<file path="src/rtl/mem_arbiter_pkg.sv">
// Shared access codes, sizing defaults and FSM states
// for the two-port external memory arbiter.
package mem_arbiter_pkg;

  localparam logic [1:0] ACC_READ  = 2'b00;
  localparam logic [1:0] ACC_WRITE = 2'b01;
  localparam logic [1:0] ACC_BURST = 2'b10;

  localparam int DEF_MAX_BURST = 320;
  localparam int DEF_HR_AW     = 9;

  typedef enum logic [1:0] {
    S_IDLE,
    S_WORD,
    S_BURST,
    S_ACK
  } arb_state_e;

  function automatic logic [8:0] clamp_burst(
    input logic [8:0] b,
    input logic [8:0] lim
  );
    return (b > lim) ? lim : b;
  endfunction

endpackage

</file>
<file path="src/rtl/mem_arbiter_burst_writer.sv">
// Burst word counter and address stepper; streams each
// returned word into the high-RAM line buffer.
module mem_arbiter_burst_writer
  import mem_arbiter_pkg::*;
#(
  parameter int HR_AW = DEF_HR_AW
) (
  input  logic             clk,
  input  logic             res,
  input  logic             start,
  input  logic [31:0]      base,
  input  logic [8:0]       len,
  input  logic             word_ack,
  input  logic [15:0]      rdata,
  output logic [31:0]      addr,
  output logic             empty,
  output logic             last,
  output logic [HR_AW-1:0] high_ram_addr,
  output logic [15:0]      high_ram_din,
  output logic             high_ram_wr
);

  logic [8:0] k;
  logic [8:0] len_q;

  always_ff @(posedge clk) begin
    if (res) begin
      k             <= '0;
      len_q         <= '0;
      addr          <= '0;
      high_ram_addr <= '0;
      high_ram_din  <= '0;
      high_ram_wr   <= 1'b0;
    end else begin
      high_ram_wr <= word_ack;
      if (start) begin
        k     <= '0;
        len_q <= len;
        addr  <= base;
      end else if (word_ack) begin
        k             <= k + 9'd1;
        addr          <= addr + 32'd1;
        high_ram_addr <= HR_AW'(k);
        high_ram_din  <= rdata;
      end
    end
  end

  assign empty = (len_q == 9'd0);
  assign last  = (k + 9'd1 == len_q);

endmodule

</file>
<file path="src/rtl/mem_arbiter.sv">
// Two-port memory arbiter: port 0 (video) has fixed
// priority, port 1 (CPU) is served when port 0 is idle.
module mem_arbiter
  import mem_arbiter_pkg::*;
#(
  parameter int HR_AW     = DEF_HR_AW,
  parameter int MAX_BURST = DEF_MAX_BURST
) (
  input  logic             clk,
  input  logic             res,
  input  logic [31:0]      rq0_addr,
  input  logic             rq0_cs,
  input  logic [1:0]       rq0_acc,
  input  logic [8:0]       rq0_burst,
  input  logic [31:0]      rq0_din,
  output logic [31:0]      rq0_dout,
  output logic             rq0_ack,
  input  logic [31:0]      rq1_addr,
  input  logic             rq1_cs,
  input  logic [1:0]       rq1_acc,
  input  logic [8:0]       rq1_burst,
  input  logic [31:0]      rq1_din,
  output logic [31:0]      rq1_dout,
  output logic             rq1_ack,
  output logic             ram_req,
  output logic             ram_we,
  output logic [31:0]      ram_addr,
  output logic [31:0]      ram_wdata,
  input  logic [31:0]      ram_rdata,
  input  logic             ram_ack,
  output logic [HR_AW-1:0] high_ram_addr,
  output logic [15:0]      high_ram_din,
  output logic             high_ram_wr,
  output logic [1:0]       ovf
);

  arb_state_e state, state_n;

  logic [1:0] cs, pend, active, take, want;
  logic [1:0] gmask, ovf_q;

  logic [1:0][31:0] in_addr, q_addr, eff_addr;
  logic [1:0][31:0] in_din, q_din, eff_din;
  logic [1:0][1:0]  in_acc, q_acc, eff_acc;
  logic [1:0][8:0]  in_burst, q_burst, eff_burst;

  logic        gport, gsel, grant;
  logic        req_n, rd_done;
  logic [1:0]  g_acc;
  logic [8:0]  g_len, bw_len;
  logic [31:0] word_addr, bw_addr;
  logic        bw_start, bw_ack;
  logic        bw_empty, bw_last;

  assign cs       = {rq1_cs, rq0_cs};
  assign in_addr  = {rq1_addr, rq0_addr};
  assign in_din   = {rq1_din, rq0_din};
  assign in_acc   = {rq1_acc, rq0_acc};
  assign in_burst = {rq1_burst, rq0_burst};

  assign active = (state == S_IDLE) ? 2'b00 :
                  (gport ? 2'b10 : 2'b01);
  assign take   = cs & ~pend & ~active;
  assign want   = pend | take;

  // A cs in the grant cycle bypasses its own latch.
  always_comb begin
    for (int p = 0; p < 2; p++) begin
      eff_addr[p]  = pend[p] ? q_addr[p]  : in_addr[p];
      eff_din[p]   = pend[p] ? q_din[p]   : in_din[p];
      eff_acc[p]   = pend[p] ? q_acc[p]   : in_acc[p];
      eff_burst[p] = pend[p] ? q_burst[p] : in_burst[p];
    end
  end

  assign gsel  = ~want[0];
  assign g_acc = eff_acc[gsel];
  assign g_len = clamp_burst(eff_burst[gsel],
                             9'(MAX_BURST));
  assign bw_len = (g_acc == ACC_BURST) ? g_len : 9'd0;

  always_comb begin
    state_n  = state;
    req_n    = ram_req;
    grant    = 1'b0;
    bw_start = 1'b0;
    rd_done  = 1'b0;
    unique case (state)
      S_IDLE, S_ACK: begin
        state_n = S_IDLE;
        req_n   = 1'b0;
        if (|want) begin
          grant = 1'b1;
          unique case (g_acc)
            ACC_READ, ACC_WRITE: begin
              state_n = S_WORD;
              req_n   = 1'b1;
            end
            ACC_BURST: begin
              state_n  = S_BURST;
              bw_start = 1'b1;
              req_n    = (g_len != 9'd0);
            end
            default: begin
              state_n  = S_BURST;
              bw_start = 1'b1;
            end
          endcase
        end
      end
      S_WORD: begin
        if (ram_ack) begin
          req_n   = 1'b0;
          state_n = S_ACK;
          rd_done = ~ram_we;
        end
      end
      S_BURST: begin
        if (bw_empty || (ram_ack && bw_last)) begin
          req_n   = 1'b0;
          state_n = S_ACK;
        end
      end
      default: state_n = S_IDLE;
    endcase
  end

  assign gmask = grant ? (gsel ? 2'b10 : 2'b01)
                       : 2'b00;

  always_ff @(posedge clk) begin
    if (res) begin
      state     <= S_IDLE;
      ram_req   <= 1'b0;
      ram_we    <= 1'b0;
      ram_wdata <= '0;
      word_addr <= '0;
      gport     <= 1'b0;
      pend      <= '0;
      ovf_q     <= '0;
      q_addr    <= '0;
      q_din     <= '0;
      q_acc     <= '0;
      q_burst   <= '0;
      rq0_dout  <= '0;
      rq1_dout  <= '0;
    end else begin
      state   <= state_n;
      ram_req <= req_n;
      ovf_q   <= ovf_q | (cs & (pend | active));
      pend    <= want & ~gmask;
      for (int p = 0; p < 2; p++) begin
        if (take[p]) begin
          q_addr[p]  <= in_addr[p];
          q_din[p]   <= in_din[p];
          q_acc[p]   <= in_acc[p];
          q_burst[p] <= in_burst[p];
        end
      end
      if (grant) begin
        gport     <= gsel;
        ram_we    <= (g_acc == ACC_WRITE);
        word_addr <= eff_addr[gsel];
        ram_wdata <= eff_din[gsel];
      end
      if (rd_done && !gport) rq0_dout <= ram_rdata;
      if (rd_done && gport)  rq1_dout <= ram_rdata;
    end
  end

  assign bw_ack = ram_ack && (state == S_BURST);

  mem_arbiter_burst_writer #(
    .HR_AW(HR_AW)
  ) u_bw (
    .clk          (clk),
    .res          (res),
    .start        (bw_start),
    .base         (eff_addr[gsel]),
    .len          (bw_len),
    .word_ack     (bw_ack),
    .rdata        (ram_rdata[15:0]),
    .addr         (bw_addr),
    .empty        (bw_empty),
    .last         (bw_last),
    .high_ram_addr(high_ram_addr),
    .high_ram_din (high_ram_din),
    .high_ram_wr  (high_ram_wr)
  );

  assign ram_addr = (state == S_BURST) ? bw_addr
                                       : word_addr;
  assign rq0_ack  = (state == S_ACK) && !gport;
  assign rq1_ack  = (state == S_ACK) && gport;
  assign ovf      = ovf_q;

endmodule

</file>
<file path="config.mk">
export PLATFORM = sky130hd
export DESIGN_NAME = mem_arbiter
export DESIGN_NICKNAME = d
export VERILOG_FILES = /design/src/rtl/mem_arbiter_pkg.sv /design/src/rtl/mem_arbiter_burst_writer.sv /design/src/rtl/mem_arbiter.sv
export SDC_FILE = /design/constraint.sdc
export NUM_CORES = 1
export LEC_CHECK = 0
export CAP_MARGIN = 10
export CORE_AREA = 2 2 192 194
export DETAILED_ROUTE_END_ITERATION = 8
export DIE_AREA = 0 0 194 196
export PLACE_DENSITY = 0.72
export SETUP_SLACK_MARGIN = 0.02
export SLEW_MARGIN = 20
export SYNTH_ARGS = -nofsm -noshare
export SYNTH_HDL_FRONTEND = slang
export SYNTH_SLANG_ARGS = --single-unit
</file>
<file path="constraint.sdc">
create_clock -name clk -period 4 [get_ports clk]
set_input_delay 0.4 -clock clk [delete_from_list [all_inputs] [get_ports clk]]
set_output_delay 0.4 -clock clk [all_outputs]
set_load 0.005 [all_outputs]
</file>
== Word level (Yosys, flattened, before mapping) ==
Index checks and enable logic that the tools add are counted.

* $lt $le $gt $ge: 2
* Divide/modulo/power cells: 0
* Bitwise logic cells: 13
* Shift-type cells: 0
* $mul: 0
* Reductions and logical operators: 19
* Multiplexer cells: 42
* Eq/ne operators: 8
* Add/sub/neg operators: 2

{| class="wikitable"
|+ Operator list
! cell !! number
|-
| $mux 32 || 11
|-
| $mux 9 || 6
|-
| $add 32x1->32 const B || 1
|-
| $mux 2 || 12
|-
| $mux 1 || 10
|-
| $add 9x1->9 const B || 1
|-
| $eq 9x9->1 || 1
|-
| $gt 9x9->1 const B || 1
|-
| $logic_not 9->1 || 1
|-
| $reduce_bool 9->1 || 1
|-
| $and 2x2->2 || 4
|-
| $reduce_or 2->1 || 4
|-
| $eq 2x2->1 const B || 3
|-
| $logic_and 1x1->1 || 6
|-
| $not 2->2 || 3
|-
| $or 2x2->2 || 3
|-
| $pmux 2 s3 || 1
|-
| $eq 2x1->1 const B || 2
|-
| $logic_not 2->1 || 2
|-
| $ne 2x2->1 const B || 2
|-
| $reduce_and 2->1 || 2
|-
| $not 1->1 || 3
|-
| $pmux 1 s3 || 1
|-
| $lt 1x2->1 const B || 1
|-
| other kinds (4) || 4
|}

* Logic and storage cells: 110
* Memories kept: 0
* Latch bits: 0
* Input port bits: 187
* Output and inout bits: 160
* Bits in writable memories: 0
* Bits in registers: 363
* Memory bits (read-only): 0

== Logic depth before layout (Yosys ltp) ==
* Word-level depth: 15
* Gate-level depth with buffers: 12
* Gate-level depth less buffers: 9

== By module ==
A second synthesis with hierarchy kept.

* Cells, all modules: 2096
* Area total of the unflattened synthesis: 16403.2 um^2

{| class="wikitable"
|+ By module, submodules not included
! module !! area an instance (um^2) !! times used !! cells an instance
|-
| mem_arbiter || 12781.0 || 1 || 1654
|-
| mem_arbiter_burst_writer || 3622.2 || 1 || 442
|}

== Worst setup path before layout ==
No wires, ideal clock.

* Kind: register to register
* From: reg state[0]
* To: reg ram_req
* Data required time: 3877 ps
* Path buffers: 1
* Arrival time: 2174 ps
* Cell stages (with the launch flop): 11
* Slack: 1702 ps
* Library setup time: 123 ps
* Cells stage by stage: dfxtp_1 -> inv_1 -> ha_1 -> o21a_1 -> buf_6 -> a211oi_1 -> o31ai_1 -> or2_0 -> nor4_2 -> a2111oi_0 -> mux2_1

* Longest elaborated chain between the ends: 13

{| class="wikitable"
|+ RTL lines
! item !! RTL line !! RTL
|-
| start: declaration || mem_arbiter.sv:37 || <nowiki>arb_state_e state, state_n;</nowiki>
|-
| start signal: assignment || mem_arbiter.sv:148 || <nowiki>state <= state_n;</nowiki>
|-
| $logic_not 2->1 || mem_arbiter.sv:61, mem_arbiter.sv:88 ||
|-
| $mux 2 || mem_arbiter.sv:61 || <nowiki>assign active = (state == S_IDLE) ? 2'b00 :</nowiki>
|-
| $not 2->2 || mem_arbiter.sv:63 || <nowiki>assign take = cs & ~pend & ~active;</nowiki>
|-
| $and 2x2->2 || mem_arbiter.sv:63 ||
|-
| $or 2x2->2 || mem_arbiter.sv:64 || <nowiki>assign want = pend | take;</nowiki>
|-
| $mux 9 (implied by the code) (2 in series) || mem_arbiter.sv:78 || <nowiki>assign g_len = clamp_burst(eff_burst[gsel],</nowiki>
|-
| $gt 9x9->1 || mem_arbiter_pkg.sv:23 || <nowiki>return (b > lim) ? lim : b;</nowiki>
|-
| $mux 9 || mem_arbiter_pkg.sv:23 ||
|-
| $reduce_bool 9->1 || mem_arbiter.sv:102 || <nowiki>req_n = (g_len != 9'd0);</nowiki>
|-
| $pmux 1 s2 || mem_arbiter.sv:94 || <nowiki>unique case (g_acc)</nowiki>
|-
| $mux 1 || mem_arbiter.sv:92 || <nowiki>if (|want) begin</nowiki>
|-
| $pmux 1 s3 || mem_arbiter.sv:88 || <nowiki>unique case (state)</nowiki>
|-
| end signal: assignment || mem_arbiter.sv:149 || <nowiki>ram_req <= req_n;</nowiki>
|-
| end: declaration || mem_arbiter.sv:25 || <nowiki>output logic ram_req,</nowiki>
|}

Parallel ways exist; a longest one is shown, timed or not. The select of a mux whose other input is x is not followed.
A chain may end at the register's enable or synchronous reset.

== Worst setup path in the final report ==
* From: reg state[0]
* To: out ram_addr[31]

* Longest elaborated chain between the ends: 2

{| class="wikitable"
|+ RTL lines
! item !! RTL line !! RTL
|-
| $eq 2x2->1 || mem_arbiter.sv:191 || <nowiki>assign ram_addr = (state == S_BURST) ? bw_addr</nowiki>
|-
| $mux 32 || mem_arbiter.sv:191 ||
|-
| end: declaration || mem_arbiter.sv:27 || <nowiki>output logic [31:0] ram_addr,</nowiki>
|}

Every way passes these cells.

==> reports/qor.tcl <==
set qor(detail_route.drc_violations) 0
set qor(timing.critical_path.to_type) {output port}
set qor(detail_route.first_pass.iterations) 5
set qor(setup-violations-final) 0
set qor(tot_gr_track_use_pct) 24.3
set qor(tns_ns) 0
set qor(io_buffer_count) 346
set qor(cts_tree) {built}
set qor(final-max-slew-violation-count) 0
set qor(peak_supply_drop_mv) 0.602
set qor(tightest_slew_ns) 0.993
set qor(synth_edf_count) 0
set qor(clk-insertion-delay-late_ns) 0.53
set qor(route.detailed.vias_per_inst) 5.41
set qor(holdBufCountCts) 0
set qor(period_minus_slack_ns) 3.21
set qor(synth_area_um2) 16100
set qor(max_cap_viols) 0
set qor(final_cell_mix) {516 x sky130_fd_sc_hd__nand2_1, 361 x sky130_fd_sc_hd__dfxtp_1, 345 x sky130_fd_sc_hd__clkdlybuf4s50_1, 317 x sky130_fd_sc_hd__a21oi_1, 203 x sky130_fd_sc_hd__nor2_1}
set qor(synthesis.instances) 2033
set qor(clockRootBuffer) {sky130_fd_sc_hd__clkbuf_16}
set qor(crit_arrival_ns) 2.81
set qor(finalClockSkew_ns) 0.0140
set qor(detail_route.iter0.violations) 978
set qor(run_status) {completed}
set qor(die_width_um) 194
set qor(power_per_cell_area_nw_per_um2) 673
set qor(timing.slew.headroom_pct) 33.8
set qor(hold_path.class) {in -> reg}
set qor(number_of_vias_in_the_routed_layout) 15000
set qor(tritoncts.num_buffers) 40
set qor(period_share_pct) 80.2
set qor(design.core.area_um2) 36100
set qor(grt_antenna_before_repair) 11
set qor(fillCellCount) 3285
set qor(detail-route-antenna-nets) 0
set qor(mostFrequentLayoutCell) {sky130_fd_sc_hd__nand2_1}
set qor(cts-resized-gates) 0
set qor(yosys.cell_types.count) 57
set qor(gp_routability_congestion) 0.850
set qor(flow.area_growth_from_synthesis_pct) 30.5
set qor(yosysWarnings) 0
set qor(post_synth.cell_area_avg_um2) 7.89
set qor(startpoint_type_of_the_worst_setup_path) {flop}
set qor(total_leakage_power_nw) 7.37
set qor(register_bit_count_reported_by_yosys) 363
set qor(final_net_count) 2466
set qor(ios) 347
set qor(wire_length_of_the_first_global_routing_pass_mm) 75.6
set qor(hpwl_mm) 32.5
set qor(synth-async-reset-ratio_pct) 0
set qor(maximum_number_of_buffers_from_clock_root_to_sink) 3
set qor(grt_pass1_vias) 14000
set qor(rsz0062_at_grt) {false}
set qor(final_layout_size_suffix_gt1_share_pct) 5.87
set qor(timing.fmax_ghz) 0.312
set qor(clock_sinks) 363
set qor(synth.yosys.seq_area_share_pct) 45.3
set qor(critPathMaxFanout) 25
set qor(cts_setup_buffers) 0
set qor(initial_core_util_pct) 44.5
set qor(htree_depth) 2
set qor(critPathRequiredTime_ns) 3.60
set qor(die_area_um2) 38000
set qor(drt-total-wl_mm) 48.4
set qor(post_synth_net_total) 2226
set qor(cts.clk_slew.worst_paths_ns) 0.06
set qor(chipHeight_um) 196
set qor(grt.overflow.total) 0
set qor(post-place-ws_ns) 0.889
set qor(fp-row-count) 70
set qor(drt-wirelength-per-cell_um) 17.4
set qor(report.power.total_mw) 14.1
set qor(setup_slack_ns) 0.794
set qor(grt_start_max_net_pins) 178
set qor(timing_worst_setup_path_type) {reg -> out}
set qor(report.final.hold_viol_count) 0
set qor(synth_flop_cell) {sky130_fd_sc_hd__dfxtp_1}
[final timing paths]
path / start / endpoint / slack, ns / cells after the start
setup / recovery: state[0] / ram_addr[31] / 0.79 / 5
hold reg to reg: q_din[34] / q_din[34] / 0.45 / 2
hold / removal: res / word_addr[13] / 0.24 / 2
setup reg to reg: state[0] / u_bw.addr[2] / 0.94 / 9
[Yosys cell counts (16+ instances only)]
library cell / instances / area (um2)
sky130_fd_sc_hd__clkbuf_1: 112 / 420
sky130_fd_sc_hd__a211oi_1: 162 / 1220
sky130_fd_sc_hd__nand2_1: 518 / 1940
sky130_fd_sc_hd__dfxtp_1: 363 / 7270
sky130_fd_sc_hd__mux2i_1: 71 / 711
sky130_fd_sc_hd__buf_2: 23 / 115
sky130_fd_sc_hd__xnor2_1: 33 / 289
sky130_fd_sc_hd__buf_1: 21 / 78.8
sky130_fd_sc_hd__mux2_2: 33 / 372
sky130_fd_sc_hd__nor2_1: 204 / 766
sky130_fd_sc_hd__nand3_1: 19 / 95.1
sky130_fd_sc_hd__a21oi_1: 318 / 1590
sky130_fd_sc_hd__xor2_1: 16 / 140
[sequential cells by signal, indices dropped and copies added (netlist names), 4 cells and up]
name and cells:
u_bw.high_ram_addr 9, q_acc 4, q_burst 18, u_bw.high_ram_din 16
ram_wdata 32, q_addr 64, u_bw.len_q 9, u_bw.addr 32
rq1_dout 32, rq0_dout 32, q_din 64, u_bw.k 9
word_addr 32
[critical path: stages, from the launching register on]
cell                              delay [ns]
sky130_fd_sc_hd__dfxtp_1                0.32
sky130_fd_sc_hd__inv_1                  0.11
sky130_fd_sc_hd__ha_2                   0.60
sky130_fd_sc_hd__buf_4                  0.37
sky130_fd_sc_hd__mux2_2                 0.38
sky130_fd_sc_hd__clkdlybuf4s50_1        0.50
[kinds of logic after synthesis]
group,after synthesis,share of synthesized area (%)
buffers and inverters,176,4.65
muxes,105,6.81
DFF,363,45.3
adders and majority gates,6,0.468
and+or+nand+nor,802,20.0
xor gates and xnor gates,49,2.67
AOI/OAI and AO/OA,532,20.1
[metrics by stage]
step                util (%)  cell area (um2)  hold WS, ns  instances
global placement        54.3            19600        0.441       2698
CTS                     57.9            20900        0.428       2768
finish                  58.0            20900        0.239       2778
floorplan                  -            16100        0.436       2033
detailed placement      54.3            19600        0.446       2698
global route            58.0            20900        0.231       2775
[where the power goes]
group	internal, mW	total [mW]	switching, mW
registers	4.38	4.97	0.592
logic	2.35	5.55	3.19
clock network	2.13	3.57	1.44
[layout make-up]
class,instances,area (um2),area share [%]
Inverter,9,33.8,0.161
Clock buffer,62,1210,5.76
Multi-Input combinational cell,1494,8070,38.6
Timing Repair Buffer,365,3670,17.5
Antenna cell,9,22.5,0.108
Tap cell,468,586,2.80
Clock inverter,8,76.3,0.364
Sequential cell,363,7270,34.7
[layer usage]
metal | vias up | part of all wire, % | GRT usage [%]
met4 | 6 | 2.4 | 7.52
met1 | 6965 | 43 | 31.3
li1 | 7449 | - | -
met5 | - | 0.087 | 0
met3 | 79 | 8.5 | 6.09
met2 | 527 | 46 | 40.0
Power figures use the tool's default switching activity.
